### config.mk
export PLATFORM = sky130hd
export DESIGN_NAME = sw_debounce
export DESIGN_NICKNAME = d
export VERILOG_FILES = /design/src/rtl/sw_debounce_pkg.sv /design/src/rtl/sw_debounce_bit.sv /design/src/rtl/sw_debounce.sv
export SDC_FILE = /design/constraint.sdc
export NUM_CORES = 1
export LEC_CHECK = 0
export CORE_MARGIN = 4
export CORE_UTILIZATION = 40
export CTS_CLUSTER_DIAMETER = 80
export DETAILED_ROUTE_END_ITERATION = 12
export GPL_ROUTABILITY_DRIVEN = 0
export MAX_ROUTING_LAYER = met4
export PLACE_DENSITY = 0.57
export SKIP_CTS_REPAIR_TIMING = 1
export SLEW_MARGIN = 25
export SYNTH_ARGS = -nofsm -noshare
export SYNTH_HDL_FRONTEND = slang
export SYNTH_SLANG_ARGS = --single-unit
### constraint.sdc
create_clock -name clk_sys_i -period 2.3 [get_ports clk_sys_i]
set_input_delay 0.46 -clock clk_sys_i [delete_from_list [all_inputs] [get_ports clk_sys_i]]
set_output_delay 0.46 -clock clk_sys_i [all_outputs]
set_load 0.005 [all_outputs]
### src/rtl/sw_debounce_pkg.sv
// rtl/sw_debounce_pkg.sv - shared switch counts and sizing helper for the switch debouncer
package sw_debounce_pkg;

   localparam int SW_NUM_NAV  = 5;
   localparam int SW_NUM_USER = 8;
   localparam int SW_NUM_SEL  = 3;
   localparam int SW_WIDTH    = SW_NUM_NAV + SW_NUM_USER + SW_NUM_SEL;

   // Counter width able to hold values 0..n-1, never narrower than one bit.
   function automatic int cnt_width(input int n);
      return (n <= 2) ? 1 : $clog2(n);
   endfunction

endpackage

### src/rtl/sw_debounce_bit.sv
// rtl/sw_debounce_bit.sv - single-bit sample filter with level and edge-pulse registers
module sw_debounce_bit
   import sw_debounce_pkg::*;
#(
   parameter int StableSamples = 4
) (
   input  logic clk_i,
   input  logic rst_ni,
   input  logic tick_i,
   input  logic s_i,
   output logic lvl_o,
   output logic rise_o,
   output logic fall_o
);

   localparam int              CW   = cnt_width(StableSamples + 1);
   localparam logic [CW-1:0]   LAST = CW'(StableSamples - 1);

   logic [CW-1:0] cnt_q, cnt_d;
   logic          lvl_q, lvl_d;
   logic          rise_q, rise_d;
   logic          fall_q, fall_d;

   // Next state: count disagreeing samples, accept on the last one, abort on agreement.
   always_comb begin
      cnt_d  = cnt_q;
      lvl_d  = lvl_q;
      rise_d = 1'b0;
      fall_d = 1'b0;
      if (tick_i) begin
         if (s_i == lvl_q) begin
            cnt_d = '0;
         end else if (cnt_q == LAST) begin
            lvl_d  = s_i;
            cnt_d  = '0;
            rise_d = s_i;
            fall_d = ~s_i;
         end else begin
            cnt_d = cnt_q + CW'(1);
         end
      end
   end

   // Filter state and edge pulses, all cleared by reset.
   always_ff @(posedge clk_i) begin
      if (!rst_ni) begin
         cnt_q  <= '0;
         lvl_q  <= 1'b0;
         rise_q <= 1'b0;
         fall_q <= 1'b0;
      end else begin
         cnt_q  <= cnt_d;
         lvl_q  <= lvl_d;
         rise_q <= rise_d;
         fall_q <= fall_d;
      end
   end

   assign lvl_o  = lvl_q;
   assign rise_o = rise_q;
   assign fall_o = fall_q;

endmodule

### src/rtl/sw_debounce.sv
// rtl/sw_debounce.sv - synchronises and debounces switch pins with a shared sample prescaler
module sw_debounce
   import sw_debounce_pkg::*;
#(
   parameter int               Width         = SW_WIDTH,
   parameter int               SysClkFreq    = 30_000_000,
   parameter int               SampleFreq    = 1_000,
   parameter int               StableSamples = 4,
   parameter logic [Width-1:0] InvertMask    = '1
) (
   input  logic             clk_sys_i,
   input  logic             rst_sys_ni,
   input  logic [Width-1:0] sw_raw_i,
   output logic [Width-1:0] sw_o,
   output logic [Width-1:0] sw_rise_o,
   output logic [Width-1:0] sw_fall_o,
   output logic             sample_tick_o
);

   localparam int Div = SysClkFreq / SampleFreq;
   localparam int PW  = cnt_width(Div);

   if (Div < 2) begin : g_div_check
      $error("sw_debounce: SysClkFreq / SampleFreq must be at least 2");
   end
   if (StableSamples < 1 || StableSamples > 255) begin : g_ss_check
      $error("sw_debounce: StableSamples must be in 1..255");
   end

   logic [Width-1:0] sync1_q, sync2_q;
   logic [Width-1:0] s;
   logic [PW-1:0]    pcnt_q, pcnt_d;
   logic             tick;

   // Two-flop synchroniser on the asynchronous pins.
   always_ff @(posedge clk_sys_i) begin
      if (!rst_sys_ni) begin
         sync1_q <= '0;
         sync2_q <= '0;
      end else begin
         sync1_q <= sw_raw_i;
         sync2_q <= sync1_q;
      end
   end

   assign s    = sync2_q ^ InvertMask;
   assign tick = (pcnt_q == PW'(Div - 1));

   // Prescaler wraps to zero on the tick cycle.
   always_comb begin
      pcnt_d = tick ? '0 : pcnt_q + PW'(1);
   end

   // Prescaler register.
   always_ff @(posedge clk_sys_i) begin
      if (!rst_sys_ni) begin
         pcnt_q <= '0;
      end else begin
         pcnt_q <= pcnt_d;
      end
   end

   assign sample_tick_o = tick;

   for (genvar i = 0; i < Width; i++) begin : g_bit
      sw_debounce_bit #(
         .StableSamples(StableSamples)
      ) u_bit (
         .clk_i (clk_sys_i),
         .rst_ni(rst_sys_ni),
         .tick_i(tick),
         .s_i   (s[i]),
         .lvl_o (sw_o[i]),
         .rise_o(sw_rise_o[i]),
         .fall_o(sw_fall_o[i])
      );
   end

endmodule
## Word-level counts from Yosys, hierarchy flattened

Cells that the tools add are included.

- $add $sub $neg: 17
- Multipliers: 0
- Div/mod/pow operators: 0
- Order comparisons: 0
- Equality and inequality tests: 33
- Shift-type cells: 0
- Mux-type cells: 32
- Bitwise operators: 51
- Reduce and logical (&&, ||, !) cells: 33

Operator list:

| kind | number |
|---|---|
| 3-bit 2-to-1 mux | 32 |
| 4-bit OR reduction | 16 |
| 1-bit NOT | 50 |
| 3-bit by 1-bit adder with 3-bit output (second input constant) | 16 |
| 3-bit by 2-bit equality test with 1-bit output (second input constant) | 16 |
| 3-bit AND reduction | 16 |
| 1-bit equality test | 16 |
| 16-bit NOT | 1 |
| 15-bit by 1-bit adder with 15-bit output (second input constant) | 1 |
| 15-bit equality test (second input constant) | 1 |
| 2-bit OR reduction | 1 |

- Register bits after elaboration: 143
- Latch bits: 0
- Bits in writable memories: 0
- Memory bits (read-only): 0
- Input bits: 18
- Output and inout bits: 49
- Memories: 0

## Longest topological paths before layout

Gate-level depths: netlist of run 1.

- Depth in word-level cells: 4
- Depth in mapped cells: 7
- Depth with buffers taken out: 5

## Modules after synthesis

A second synthesis of run 1 with hierarchy kept.

- Cell total of the unflattened synthesis: 540
- Area total of the unflattened synthesis: 5499.0 um^2

By module, submodules not included:

| module | instances | cells an instance | area each (um^2) | seq. area each (um^2) |
|---|---|---|---|---|
| sw_debounce_bit | 16 | 24 | 245.2 | 120.1 |
| sw_debounce | 1 | 156 | 1575.3 | 940.9 |

## Worst setup path before layout of run 1

Ideal clock, no wire load.

- Path kind: reg-to-reg
- Start point: register pcnt_q[9]
- End point: register g_bit[2].u_bit.cnt_q[0]
- Data arrival time: 1866 ps
- Data required time: 2168 ps
- Setup slack: 301 ps
- Stages on the path, launching flop included: 7
- Path buffers: 2
- Path through: dfxtp_1 > or4b_4 > or4_1 > clkbuf_1 > clkbuf_1 > nand2_1 > a21oi_1

- Word-level cells in the longest chain between the ends: 1

Ends and longest elaborated chain:

| item | line | text |
|---|---|---|
| from (decl) | sw_debounce.sv:32 | `logic [PW-1:0] pcnt_q, pcnt_d;` |
| from (signal assigned) | sw_debounce.sv:59 | `pcnt_q <= pcnt_d;` |
| 15-bit equality test | sw_debounce.sv:47 | `assign tick = (pcnt_q == PW'(Div - 1));` |
| to (signal assigned) | sw_debounce_bit.sv:52 | `cnt_q <= cnt_d;` |
| to (decl) | sw_debounce_bit.sv:19 | `logic [CW-1:0] cnt_q, cnt_d;` |

No other way between the ends.
A chain may end at the register's enable or synchronous reset.

## Final worst setup path of run 1

- Start point: register pcnt_q[9]
- End point: output sample_tick_o

- Word-level cells in the longest chain between the ends: 1

Ends and longest elaborated chain:

| item | line | text |
|---|---|---|
| 15-bit equality test | sw_debounce.sv:47 |  |
| to (decl) | sw_debounce.sv:17 | `output logic sample_tick_o` |

No other way between the ends.

==> flow_summary.ini, run 1 <==
[status]
outcome = complete, no violations

[global_routing]
antenna_found_initial = 0
track_usage_pct = 14.32
grt_overflow_total = 0
grt_pass1_wl_um = 18090
grt_start_max_net_pins = 66
grt_pass1_vias = 3941

[floorplan]
start_util_pct = 40.71
die_w_um = 126.6
ios = 67
dieArea_um2 = 16040
coreArea_um2 = 13830
rows = 43
die_height_um = 126.6

[setup_path]
rr_worst_depth = 5
endpoint_kind = primary output
path_cells = or4b_4 > nor4_4 > dlymetal6s2s_1
cp_top_family = simple AND/OR/NAND/NOR gates
path_class = flop to primary output
path_max_fanout = 2
worstPathRequired_ns = 1.84
slowest_stage = or4b_4
reg2reg_slack_ns = 0.15
startpoint = pcnt_q[9]
arrival_ns = 1.77
cpPeakStageDelay_ns = 0.56
path_buf_inv = 1
crit_path_start_kind = flop
r2r_end = pcnt_q[1]
r2r-start = pcnt_q[9]

[drt]
final_antenna_net_count = 0
routed_wl_um = 10530
routed_via_density = 4.902
drtIter0Drc = 218
via_count = 4020
remaining_drc_errors = 0
drt-wirelength-per-cell_um = 12.84
firstDrtPassIters = 4

[logic_synthesis]
synth.area.top_cells = dfxtp_1, buf_4, a21oi_1, ha_1, nand2_1
ys_ff_latch = 143
avgSynthCellArea_um2 = 9.366
netlist_area_um2 = 5629
yosysTopAreaCell = dfxtp_1
synth_fp_nets = 636
ys_warn_count = 0
synth_top_area_share_pct = 50.86
syn_inst = 601
synthDistinctLibCells = 28
yosysSeqAreaShare_pct = 50.86

[clock_network]
path_clk_slew_ns = 0.06
htree_levels = 4
cts_tree = done
cts_buffers = 17
worstSkewPairLatency_ns = 0.41
cts.sinks = 143
cts_root_buffer = clkbuf_16
clk_path_buf_depth = 2

[cells_and_area]
area_growth_pct = 20.63
fin_nets = 662
antennaDiodeCount = 0
drive_gt1_share_pct = 8.125
fin_cells = 820
fillers = 1258
postLayoutCoreUtil_pct = 49.11

[power_and_ir_drop]
pwr-share-clk_pct = 50.7
p_sw_w = 0.001080
finalPower_w = 0.005344
swShare_pct = 20.20
power_leakage_nw = 2.539
ir_worst_vdd_uv = 434.2
p_int_w = 0.004265
comb_power_share_pct = 2.0
p_per_area_nw_per_um2 = 787.1
pwr-share-seq_pct = 47.3

[sta]
fin_crit_ns = 2.227
slew_headroom_pct = 70.05
finalSetupViolations = 0
totalNegativeSetupSlack_ns = 0
slew_viol_final = 0
fmax_mhz = 449.1
rsz0062_at_grt = yes
timing.final.crit_share_pct = 96.81
worst_pin_slew_ns = 0.4487
timing.hold.ws_ns = 0.4288
final_hold_viol_count = 0
clock_skew_ns = 0.008141

[flow_run]
cap_violations = 0

[placed_design]
hpwl_um = 6951
place_inst = 788
port_buffers = 66

[hold_path]
worst_hold_startpoint = sync1_q[7]
hold_end = sync2_q[7]
min_path_type = flop to flop
holdPathStages = 1
[sequential cells by signal (all words and copies together) (netlist names)]
signal / flops
sync2_q: 16
g_bit.u_bit.fall_o: 16
pcnt_q: 15
g_bit.u_bit.rise_o: 16
g_bit.u_bit.lvl_o: 16
sync1_q: 16
g_bit.u_bit.cnt_q: 48
[through the flow]
| step | setup slack, ns | cell area (µm²) |
|---|---|---|
| finish | 0.07347 | 6790 |
| global route | -0.01454 | 6790 |
| CTS | -0.4593 | 6770 |
| detailed placement | 0.01747 | 6176 |
| global placement | 0.04359 | 6176 |
| floorplan | 0.3014 | 5629 |
[metal layers]
| metal | global-route usage [%] | wire (µm) |
|---|---|---|
| met4 | 5.552 | 166 |
| met5 | - | 0 |
| met3 | 4.589 | 465 |
| met1 | 17.14 | 5018 |
| met2 | 22.51 | 4874 |
[cells by family after synthesis]
| kind of cell | Yosys count | synth area share (%) |
|---|---|---|
| flops | 143 | 50.86 |
| simple gates | 254 | 24.03 |
| fa+ha+maj | 17 | 3.779 |
| compound gates | 80 | 8.180 |
| buf+inv | 78 | 8.646 |
| xor+xnor | 29 | 4.512 |
[worst max path at each step]
stage	endpoint	slack (ns)	cells after the start
after floorplan	g_bit[2].u_bit.cnt_q[0]	0.30	6
after global placement	sample_tick_o	0.04	3
after detailed placement	sample_tick_o	0.02	3
after CTS	sample_tick_o	-0.46	3
after global routing	g_bit[8].u_bit.lvl_o	-0.01	7
final	sample_tick_o	0.07	3
[placed cells by master, fill, tap and decap left out, types with 19 or more instances in the layout]
cell / n
nor2_1: 35
and2_1: 32
nand3_1: 25
nand2_1: 55
nand2b_1: 19
dfxtp_1: 143
clkdlybuf4s50_1: 64
a21oi_1: 52
nor3_1: 19
[cell usage after synthesis]
| master | count |
|---|---|
| or4b_4 | 1 |
| nor4b_1 | 1 |
| or4bb_1 | 1 |
| o21ai_1 | 2 |
| ha_1 | 17 |
| xor2_1 | 13 |
| nand3_1 | 25 |
| nor4_1 | 18 |
| nand2b_1 | 19 |
| nor4_4 | 1 |
| nand2_1 | 56 |
| nor2_1 | 35 |
| inv_1 | 4 |
| and3_1 | 13 |
| nor3_1 | 19 |
| dfxtp_1 | 143 |
| buf_2 | 8 |
| and2_1 | 32 |
| clkbuf_1 | 17 |
| nand3b_1 | 12 |
| a21oi_1 | 52 |
| buf_4 | 49 |
| a311oi_1 | 16 |
| or4_1 | 1 |
| nor2b_1 | 16 |
| nand4_1 | 4 |
| xnor2_1 | 16 |
| o21ai_0 | 10 |
[cell type report]
type,count,area [µm²],area share (%)
Clock buffer,22,484.2,7.131
Clock inverter,10,110.1,1.622
Inverter,4,15.01,0.2211
Multi-Input combinational cell,380,2297,33.83
Sequential cell,143,2863,42.16
Tap cell,180,225.2,3.317
Timing Repair Buffer,81,795.8,11.72
[power by group through the flow]
stage | Clock [W] | Sequential, W | Combinational, W
2_1_floorplan | 0 | 0.00258 | 0.0000597
3_3_place_gp | 0 | 0.00258 | 0.000108
3_5_place_dp | 0 | 0.00258 | 0.000110
4_1_cts | 0.00278 | 0.00253 | 0.000110
5_1_grt | 0.00288 | 0.00253 | 0.000122
6_report | 0.00271 | 0.00253 | 0.000107
Power figures use the tool's default switching activity.
==> inputs of run 2 (changes only) <==
SLEW_MARGIN = default   (was 25)
==> results of run 2 <==
The final DEF is identical to that of run 1; final timing and power are the same.
